==> src/rtl/fma16_vector_recorder_if.sv <==
// Capture-side and vector-memory write-side bundles for the fma16 vector recorder.
interface fma16_cap_if;
   logic        cap_valid;
   logic        cap_ready;
   logic [15:0] x;
   logic [15:0] y;
   logic [15:0] z;
   logic [1:0]  roundmode;
   logic        mul;
   logic        add;
   logic        negp;
   logic        negz;
   logic [15:0] result;
   logic [3:0]  flags;

   modport master (
      output cap_valid, x, y, z, roundmode, mul, add, negp, negz, result, flags,
      input  cap_ready
   );
   modport slave (
      input  cap_valid, x, y, z, roundmode, mul, add, negp, negz, result, flags,
      output cap_ready
   );
endinterface

interface fma16_wr_if #(
   parameter int ADDR_W = 14
);
   logic              wr_en;
   logic              wr_ready;
   logic [ADDR_W-1:0] wr_addr;
   logic [75:0]       wr_data;

   modport master (output wr_en, wr_addr, wr_data, input wr_ready);
   modport slave  (input wr_en, wr_addr, wr_data, output wr_ready);
endinterface

==> src/rtl/fma16_vector_recorder.sv <==
// Packs live fma16 operations into 76-bit vector records and streams them through a small FIFO
// to a memory write port; one cycle capture-to-write, capture stalls only on FIFO or memory full.
module fma16_vector_recorder #(
   parameter int FIFO_DEPTH = 4,
   parameter int MEM_DEPTH  = 10001,
   parameter int ADDR_W     = 14
) (
   input  logic              clk,
   input  logic              reset,
   input  logic              start,
   input  logic              finish,
   fma16_cap_if.slave        cap,
   fma16_wr_if.master        wr,
   output logic [ADDR_W-1:0] rec_count,
   output logic              done,
   output logic              dropped
);
   localparam int PW = $clog2(FIFO_DEPTH);
   localparam logic [PW:0]       OCC_FULL  = (PW+1)'(FIFO_DEPTH);
   localparam logic [ADDR_W-1:0] MEM_LIMIT = ADDR_W'(MEM_DEPTH);

   typedef enum logic [1:0] {IDLE, RECORD, DRAIN, DONE} state_t;

   typedef struct packed {
      logic [15:0] x;
      logic [15:0] y;
      logic [15:0] z;
      logic [7:0]  ctrl;
      logic [15:0] result;
      logic [3:0]  flags;
   } rec_t;

   state_t            state;
   state_t            state_nxt;
   rec_t              fifo_mem [FIFO_DEPTH];
   rec_t              cap_rec;
   logic [PW-1:0]     rd_ptr;
   logic [PW-1:0]     wr_ptr;
   logic [PW:0]       occ;
   logic [ADDR_W-1:0] accepted;
   logic [ADDR_W-1:0] wr_cnt;
   logic              fifo_full;
   logic              fifo_empty;
   logic              run_start;
   logic              cap_rdy;
   logic              drain_en;
   logic              wr_vld;
   logic              push;
   logic              pop;

   assign cap_rec = {cap.x, cap.y, cap.z, 2'b00, cap.roundmode, cap.mul, cap.add,
                     cap.negp, cap.negz, cap.result, cap.flags};

   assign fifo_full  = (occ == OCC_FULL);
   assign fifo_empty = (occ == '0);

   always_comb begin
      state_nxt = state;
      run_start = 1'b0;
      cap_rdy   = 1'b0;
      drain_en  = 1'b0;
      case (state)
         IDLE, DONE: begin
            if (start) begin
               state_nxt = RECORD;
               run_start = 1'b1;
            end
         end
         RECORD: begin
            // Deliberately independent of wr_ready so no combinational path crosses the recorder.
            cap_rdy  = !fifo_full && (accepted < MEM_LIMIT);
            drain_en = 1'b1;
            if (finish) state_nxt = DRAIN;
         end
         DRAIN: begin
            drain_en = 1'b1;
            if (fifo_empty) state_nxt = DONE;
         end
         default: state_nxt = IDLE;
      endcase
   end

   assign wr_vld = drain_en && !fifo_empty;
   assign push   = cap.cap_valid && cap_rdy;
   assign pop    = wr_vld && wr.wr_ready;

   assign cap.cap_ready = cap_rdy;
   assign wr.wr_en      = wr_vld;
   assign wr.wr_addr    = wr_cnt;
   assign wr.wr_data    = wr_vld ? fifo_mem[rd_ptr] : '0;
   assign rec_count     = wr_cnt;
   assign done          = (state == DONE);

   always_ff @(posedge clk) begin
      if (reset) begin
         state    <= IDLE;
         rd_ptr   <= '0;
         wr_ptr   <= '0;
         occ      <= '0;
         accepted <= '0;
         wr_cnt   <= '0;
         dropped  <= 1'b0;
      end else begin
         state <= state_nxt;
         if (run_start) begin
            rd_ptr   <= '0;
            wr_ptr   <= '0;
            occ      <= '0;
            accepted <= '0;
            wr_cnt   <= '0;
            dropped  <= 1'b0;
         end else begin
            if (push) begin
               wr_ptr   <= wr_ptr + PW'(1);
               accepted <= accepted + ADDR_W'(1);
            end
            if (pop) begin
               rd_ptr <= rd_ptr + PW'(1);
               wr_cnt <= wr_cnt + ADDR_W'(1);
            end
            case ({push, pop})
               2'b10:   occ <= occ + (PW+1)'(1);
               2'b01:   occ <= occ - (PW+1)'(1);
               default: occ <= occ;
            endcase
            if ((state == RECORD) && cap.cap_valid && (accepted == MEM_LIMIT)) dropped <= 1'b1;
         end
      end
   end

   // Record storage carries no reset; wr_data is gated by wr_en so stale entries never leak out.
   always_ff @(posedge clk) begin
      if (push) fifo_mem[wr_ptr] <= cap_rec;
   end
endmodule

==> src/flat_wrapper.sv <==
// flat-port wrapper written by rule: the top's interface ports become plain ports
module fma16_vector_recorder_flat 
#(
   parameter int FIFO_DEPTH = 4,
   parameter int MEM_DEPTH  = 10001,
   parameter int ADDR_W     = 14
)
  (clk, reset, start, finish, rec_count, done, dropped, cap_cap_valid, cap_x, cap_y, cap_z, cap_roundmode, cap_mul, cap_add, cap_negp, cap_negz, cap_result, cap_flags, cap_cap_ready, wr_wr_en, wr_wr_addr, wr_wr_data, wr_wr_ready);
  fma16_cap_if cap_i ();
  fma16_wr_if #(.ADDR_W(ADDR_W)) wr_i ();
  input  logic clk;
  input  logic reset;
  input  logic start;
  input  logic finish;
  output logic [ADDR_W-1:0] rec_count;
  output logic done;
  output logic dropped;
  input wire logic [$bits(cap_i.cap_valid)-1:0] cap_cap_valid;
  input wire logic [$bits(cap_i.x)-1:0] cap_x;
  input wire logic [$bits(cap_i.y)-1:0] cap_y;
  input wire logic [$bits(cap_i.z)-1:0] cap_z;
  input wire logic [$bits(cap_i.roundmode)-1:0] cap_roundmode;
  input wire logic [$bits(cap_i.mul)-1:0] cap_mul;
  input wire logic [$bits(cap_i.add)-1:0] cap_add;
  input wire logic [$bits(cap_i.negp)-1:0] cap_negp;
  input wire logic [$bits(cap_i.negz)-1:0] cap_negz;
  input wire logic [$bits(cap_i.result)-1:0] cap_result;
  input wire logic [$bits(cap_i.flags)-1:0] cap_flags;
  output wire logic [$bits(cap_i.cap_ready)-1:0] cap_cap_ready;
  output wire logic [$bits(wr_i.wr_en)-1:0] wr_wr_en;
  output wire logic [$bits(wr_i.wr_addr)-1:0] wr_wr_addr;
  output wire logic [$bits(wr_i.wr_data)-1:0] wr_wr_data;
  input wire logic [$bits(wr_i.wr_ready)-1:0] wr_wr_ready;
  assign cap_i.cap_valid = cap_cap_valid;
  assign cap_i.x = cap_x;
  assign cap_i.y = cap_y;
  assign cap_i.z = cap_z;
  assign cap_i.roundmode = cap_roundmode;
  assign cap_i.mul = cap_mul;
  assign cap_i.add = cap_add;
  assign cap_i.negp = cap_negp;
  assign cap_i.negz = cap_negz;
  assign cap_i.result = cap_result;
  assign cap_i.flags = cap_flags;
  assign cap_cap_ready = cap_i.cap_ready;
  assign wr_wr_en = wr_i.wr_en;
  assign wr_wr_addr = wr_i.wr_addr;
  assign wr_wr_data = wr_i.wr_data;
  assign wr_i.wr_ready = wr_wr_ready;
  fma16_vector_recorder #(.FIFO_DEPTH(FIFO_DEPTH), .MEM_DEPTH(MEM_DEPTH), .ADDR_W(ADDR_W)) u_core (.clk(clk), .reset(reset), .start(start), .finish(finish), .cap(cap_i), .wr(wr_i), .rec_count(rec_count), .done(done), .dropped(dropped));
endmodule
==> config.mk <==
export PLATFORM = sky130hd
export DESIGN_NAME = fma16_vector_recorder_flat
export DESIGN_NICKNAME = d
export VERILOG_FILES = /design/src/rtl/fma16_vector_recorder_if.sv /design/src/rtl/fma16_vector_recorder.sv /design/src/flat_wrapper.sv
export SDC_FILE = /design/constraint.sdc
export NUM_CORES = 1
export LEC_CHECK = 0
export BUFFER_PORTS_ARGS = -buffer_cell sky130_fd_sc_hd__buf_2
export CAP_MARGIN = 20
export CORE_AREA = 2 2 214 216
export DETAILED_ROUTE_END_ITERATION = 16
export DIE_AREA = 0 0 216 218
export GPL_ROUTABILITY_DRIVEN = 0
export SETUP_SLACK_MARGIN = 0.05
export SYNTH_ARGS = -nofsm -noshare
export SYNTH_HDL_FRONTEND = slang
export SYNTH_SLANG_ARGS = --single-unit
==> constraint.sdc <==
create_clock -name clk -period 4.2 [get_ports clk]
set_clock_uncertainty 0.2 [all_clocks]
set_input_delay 0 -clock clk [delete_from_list [all_inputs] [get_ports clk]]
set_output_delay 0 -clock clk [all_outputs]
set_load 0.03 [all_outputs]
-- Word-level counts from Yosys, hierarchy flattened
Memory sizes are Yosys's and may differ from the RTL's. A register that Yosys moved wholly into a read port is not among the register bits.
Cells that the tools add are included.
- logic and storage cells: 54
- output and inout port bits: 108
- flip-flop bits (word level): 38
- memories: 1
- input bits: 80
- RAM bits: 296
- memories (name ; words ; width ; rd ports ; clocked after Yosys merged registers in ; wr ports ; line ; source):
    u_core.fifo_mem ; 4 ; 74 ; 1 ; 1 ; 1 ; fma16_vector_recorder.sv:35 ; rec_t fifo_mem [FIFO_DEPTH];
- magnitude comparators: 1
- eq/ne operators: 10
- add/subtract/negate cells: 6
- reduce and logical (&&, ||, !) cells: 15
- mux-type cells: 14
- operator list (operator ; count):
    two-way mux 76 bit ; 1
    adder 14 x 1 -> 14 bit (second input constant) ; 2
    equality test 14 bit (second input constant) ; 1
    less-than comparator 14 bit (second input constant) ; 1
    two-way mux 2 bit ; 5
    equality test 2 bit (second input constant) ; 3
    logical AND 1 bit ; 6
    two-way mux 1 bit ; 6
    case mux 2 bit (3 select lines) ; 1
    case mux 3 bit (2 select lines) ; 1
    OR reduction 2 bit ; 3
    adder 2 x 1 -> 2 bit (second input constant) ; 2
    equality test 2 x 1 -> 1 bit (second input constant) ; 2
    != test 2 bit (second input constant) ; 2
    adder 3 x 1 -> 3 bit (second input constant) ; 1
    equality test 3 bit (second input constant) ; 1
    logical NOT 3 bit ; 1
    AND reduction 3 bit ; 1
    subtractor 3 x 1 -> 3 bit (second input constant) ; 1
    logical NOT 1 bit ; 2
    logical NOT 2 bit ; 1
    != test 2 x 1 -> 1 bit (second input constant) ; 1
    nonzero test 2 bit ; 1

-- Depth between registers and ports, before layout
- word-level depth: 7
- depth in mapped cells: 13
- depth with buffers taken out: 12

-- Worst setup path after synthesis
No wires, ideal clock.
- path kind: reg2reg
- start: register u_core.accepted[0]
- end: memory u_core.fifo_mem[0][0] in the netlist's numbering, enable pin
- data required time: 3.559 ns
- path slack: 0.389 ns
- period minus slack after synthesis: 3.811 ns
- cell stages (with the launch flop): 8
- path buffers: 1
- data arrival time: 3.170 ns
- path through: dfxtp_1 > inv_1 > ha_1 > or3b_1 > a21boi_2 > o211a_1 > buf_2 > and2_1
- cells in the longest elaborated chain, start to end: 6
- ends and longest elaborated chain (what ; line ; source):
    start: declaration ; fma16_vector_recorder.sv:40 ; logic [ADDR_W-1:0] accepted;
    start signal: assignment ; fma16_vector_recorder.sv:115 ; accepted <= accepted + ADDR_W'(1);
    less-than comparator 14 bit ; fma16_vector_recorder.sv:71 ; cap_rdy = !fifo_full && (accepted < MEM_LIMIT);
    logical AND 1 bit ; fma16_vector_recorder.sv:71 ;
    two-way mux 1 bit ; fma16_vector_recorder.sv:62 ; case (state)
    logical AND 1 bit ; fma16_vector_recorder.sv:84 ; assign push = cap.cap_valid && cap_rdy;
    two-way mux 1 bit ; fma16_vector_recorder.sv:133 ; if (push) fifo_mem[wr_ptr] <= cap_rec;
    two-way mux 1 bit (implied by the code) ; fma16_vector_recorder.sv:133 ;
    end: declaration ; fma16_vector_recorder.sv:35 ;
No other way between the ends.

-- Worst setup path after layout
- start: register u_core.accepted[0]
- end: register u_core.occ[2]
- cells in the longest elaborated chain, start to end: 6
- elaborated cells on any way between the ends: 8
- ends and longest elaborated chain (what ; line ; source):
    less-than comparator 14 bit * ; fma16_vector_recorder.sv:71 ;
    logical AND 1 bit * ; fma16_vector_recorder.sv:71 ;
    two-way mux 1 bit * ; fma16_vector_recorder.sv:62 ;
    logical AND 1 bit * ; fma16_vector_recorder.sv:84 ;
    equality test 2 x 1 -> 1 bit or equality test 2 bit (tied branches) ; fma16_vector_recorder.sv:121 ; case ({push, pop})
    case mux 3 bit (2 select lines) or nonzero test 2 bit (tied branches) ; - ;
    end signal: assignment ; fma16_vector_recorder.sv:122 ; 2'b10: occ <= occ + (PW+1)'(1);
    end signal: assignment ; fma16_vector_recorder.sv:123 ; 2'b01: occ <= occ - (PW+1)'(1);
    end: declaration ; fma16_vector_recorder.sv:39 ; logic [PW:0] occ;
Mark *: on every way between the ends. The rest lies on a longest branch, timed or not.
A chain may end at the register's enable or synchronous reset.

==> summary.txt <==
Clock tree
  • Num Clock Sinks: 336
  • Clock Tree Buf Depth: 3
  • Resize count post-CTS: 0
  • H-tree lvl count: 2
  • Post-CTS Setup Inserts: 0
  • Hold Buf Count CTS: 111
  • Clock Tree Root: clkbuf_16
  • TritonCTS Buffers: 37
  • Clk Latency, worst-skew pair: ~0.54 ns
  • CTS tree: done
  • Clock Pin Slew Worst Setup and Hold Paths: 0.06 ns

Pwr
  • Comb power frac: between 10% and 20%
  • PD cells: 467 nW/µm²
  • Flop pwr share: between 40 and 50%
  • Static leakage: 6.04 nW
  • P_sw: 0.00186 W
  • Clk pwr share: 40.6%
  • Switching share of power: between 20% and 30%
  • Worst vdd ir: between 0.2 and 0.25 mV
  • P_int: 0.00616 W
  • Final Total Pwr: 0.00802 W

Cells and area
  • Layout area overhead: 29.7%
  • Post-route insts no fill: approximately 1600
  • # fillers: roughly 4200
  • Most frequent cells in the layout: edfxtp_1 (296), buf_2 (185), dlygate4sd3_1 (112)
  • Fraction of layout cells with a size suffix above 1: a little under a third
  • Fin nets: around 1100
  • Commonest non-fill, non-tap cell in the layout: edfxtp_1

STA
  • Final Setup Violations: 0
  • Final Hold Vio Count: 0
  • Slew headroom: 35.5%
  • TNS Setup: 0 ns
  • Fin crit share: 75.2%
  • Max-slew violations: 0
  • Tmin final: about 3.2 ns
  • FMAX: roughly 320 MHz
  • RSZ-0062 raised after global routing: false
  • Worst slew pin tran: roughly 0.97 ns

Worst setup path
  • Worst reg2reg path depth: 12
  • R2R setup slack: 1.04 ns
  • Startpoint types: flop
  • R2R Path Start: u_core.accepted[0]
  • Worst Path Max Fanout: 17
  • WP data required: 4.46 ns
  • Crit path kind: flop to flop
  • Worst EP arrival: roughly 3.4 ns
  • R2r endpoint: u_core.occ[2]
  • Worst setup EP type: flop

Die
  • Starting Density: between 20% and 30%
  • Ports: 188
  • Die width: 216 µm
  • Number of core rows: 78
  • Core ar.: approximately 45000 µm²
  • DIE AREA: 47100 µm²
  • Die Span Y: 218 µm

Synthesis
  • Post-synthesis cell count: around 720
  • Main area contributors after synthesis: edfxtp_1 (67%), mux4_2 (13%), dfxtp_1 (6.0%)
  • Syn avg cell area: 18.3 µm²
  • Post-synth top area share: between 60% and 70%
  • Yosys top cell by area: edfxtp_1
  • Count of cell types in the netlist: 40
  • Proportion of synthesized chip area in sequential cells: 73.2%
  • YS warnings: 0
  • Mapped Area: 13200 µm²
  • Synth Register Bits: 336

Min path
  • Worst min path class: input port to flop
  • Beginning of the worst hold path: cap_x[6]
  • Hold path depth: 2
  • Min-Delay Endpoint: u_core.fifo_mem[1][64]

GRT
  • Total GRT Usage: 11.9%
  • Antenna violations before repair: 2
  • Total grt overflow: 0
  • Vias in the first global route: between 7000 and 8000
  • Largest net degree at the start of global routing: 60
  • First-pass GRT wire length: 43500 µm

Placed design
  • IO Port Bufs: 185
  • Cells after DPL: 1471
  • Dpl hpwl: 17000 µm

Flow run
  • Max Cap Viol: 0

Detailed routing
  • Met2 wire length: around 13000 µm
  • Vias: 7314
  • Drt total wl: 28200 µm
  • Antenna-violating nets left: 0
  • Drt pass-1 iters: 5
  • Met3 wire len: 1480 µm
  • Remaining DRCs: 0
  • DRT iter0 DRCs: 419
  • Wire length on met1: 13000 µm
  • Vias/cell: about 4.4
  • WL/cell: 17.1 µm
  • Highest routed layer: met5

Run status
  • Status: finished clean
-- synth_stat cells --
master,instances
edfxtp_1,296
and2_1,81
mux4_2,74
dfxtp_1,40
nor2_1,29
clkbuf_1,25
nand2_1,19
a21oi_1,18
buf_4,16
inv_1,15
ha_1,12
xor2_1,10
o21ai_0,8
or3_1,8
buf_2,7
nand4_1,7
xnor2_1,7
nand3_1,6
a31oi_1,4
and3_1,4
nor3_1,4
a41o_1,3
and4_1,3
nor4_1,3
o21a_1,3
or4_1,3
a311oi_1,2
o211a_1,2
o31ai_1,2
a21boi_2,1
a21o_1,1
a2bb2oi_1,1
a31o_2,1
buf_6,1
conb_1,1
fa_1,1
inv_2,1
mux2i_1,1
nand2b_1,1
or3b_1,1
-- per-layer routing --
layer / vias to the layer above / global-route usage, %
met4: 2 / 3.56
met2: 168 / 19.4
met5: - / 0
met1: 3702 / 15.8
li1: 3395 / -
met3: 47 / 3.04
-- per-stage QoR --
stage / hold slack [ns] / util (%) / cell area (µm²) / setup WS, ns
6_report: 0.0323 / 38.3 / 17200 / 1.04
5_1_grt: 0.0210 / 38.3 / 17200 / 0.863
4_1_cts: 0.0000487 / 38.2 / 17200 / 1.07
3_5_place_dp: 0.00745 / 33.1 / 14800 / 1.09
3_3_place_gp: 0.0152 / 33.1 / 14800 / 1.11
2_1_floorplan: -0.128 / - / 13200 / 0.389
-- sequential cells by signal (all words and copies together) (netlist names), named ones only --
name              flops
u_core.rec_count     14
u_core.accepted      14
u_core.wr_ptr         2
u_core.dropped        1
u_core.occ            3
u_core.rd_ptr         2
u_core.state          2
u_core.fifo_mem     296
-- power by group through the flow --
| stage | Clock [W] | Combinational, W | Sequential, W |
|---|---|---|---|
| after global placement | 0 | 0.000836 | 0.00391 |
| after detailed placement | 0 | 0.000842 | 0.00392 |
| after CTS | 0.00337 | 0.000936 | 0.00385 |
| after floorplan | 0 | 0.000549 | 0.00391 |
| final | 0.00326 | 0.000920 | 0.00384 |
| after global routing | 0.00349 | 0.000998 | 0.00386 |
-- cell type report --
cell class | count | area [µm²] | share of cell area, %
well taps | 600 | 751 | 4.37
inverters | 16 | 60.1 | 0.350
clock inverters | 21 | 263 | 1.53
flip-flops and latches | 336 | 9700 | 56.4
diodes | 1 | 2.50 | 0.0146
clock buffers | 42 | 945 | 5.50
multi-input cells | 322 | 3260 | 19.0
repair buffers | 310 | 2200 | 12.8
-- cell families after synthesis --
kind of cell / count (synthesis) / synth area share [%]
compound gates: 46 / 2.24
mux: 75 / 12.7
fa+ha+maj: 13 / 1.28
xor+xnor: 17 / 1.12
buf+inv: 65 / 2.42
other cells: 1 / 0.0283
simple gates: 169 / 7.09
flops: 336 / 73.2
-- worst max path at each step --
stage                  startpoint               endpoint  cells after the start
2_1_floorplan  u_core.accepted[0]  u_core.fifo_mem[0][0]                      7
3_3_place_gp   u_core.accepted[0]          u_core.occ[2]                     12
3_5_place_dp   u_core.accepted[0]          u_core.occ[2]                     12
4_1_cts        u_core.accepted[0]          u_core.occ[2]                     12
5_1_grt        u_core.accepted[0]          u_core.occ[2]                     12
6_report       u_core.accepted[0]          u_core.occ[2]                     12
-- critical path: stages (launching register included) --
cell and delay [ns]:
dfxtp_1 0.43, inv_1 0.07, ha_1 0.19, or3b_1 0.17, a21boi_2 0.07, o211a_1 0.37, inv_2 0.29, ha_1 0.25
inv_1 0.06, fa_1 0.37, xor2_1 0.16, or3_1 0.30, a21oi_1 0.14
(Power assumes the default switching activity.)
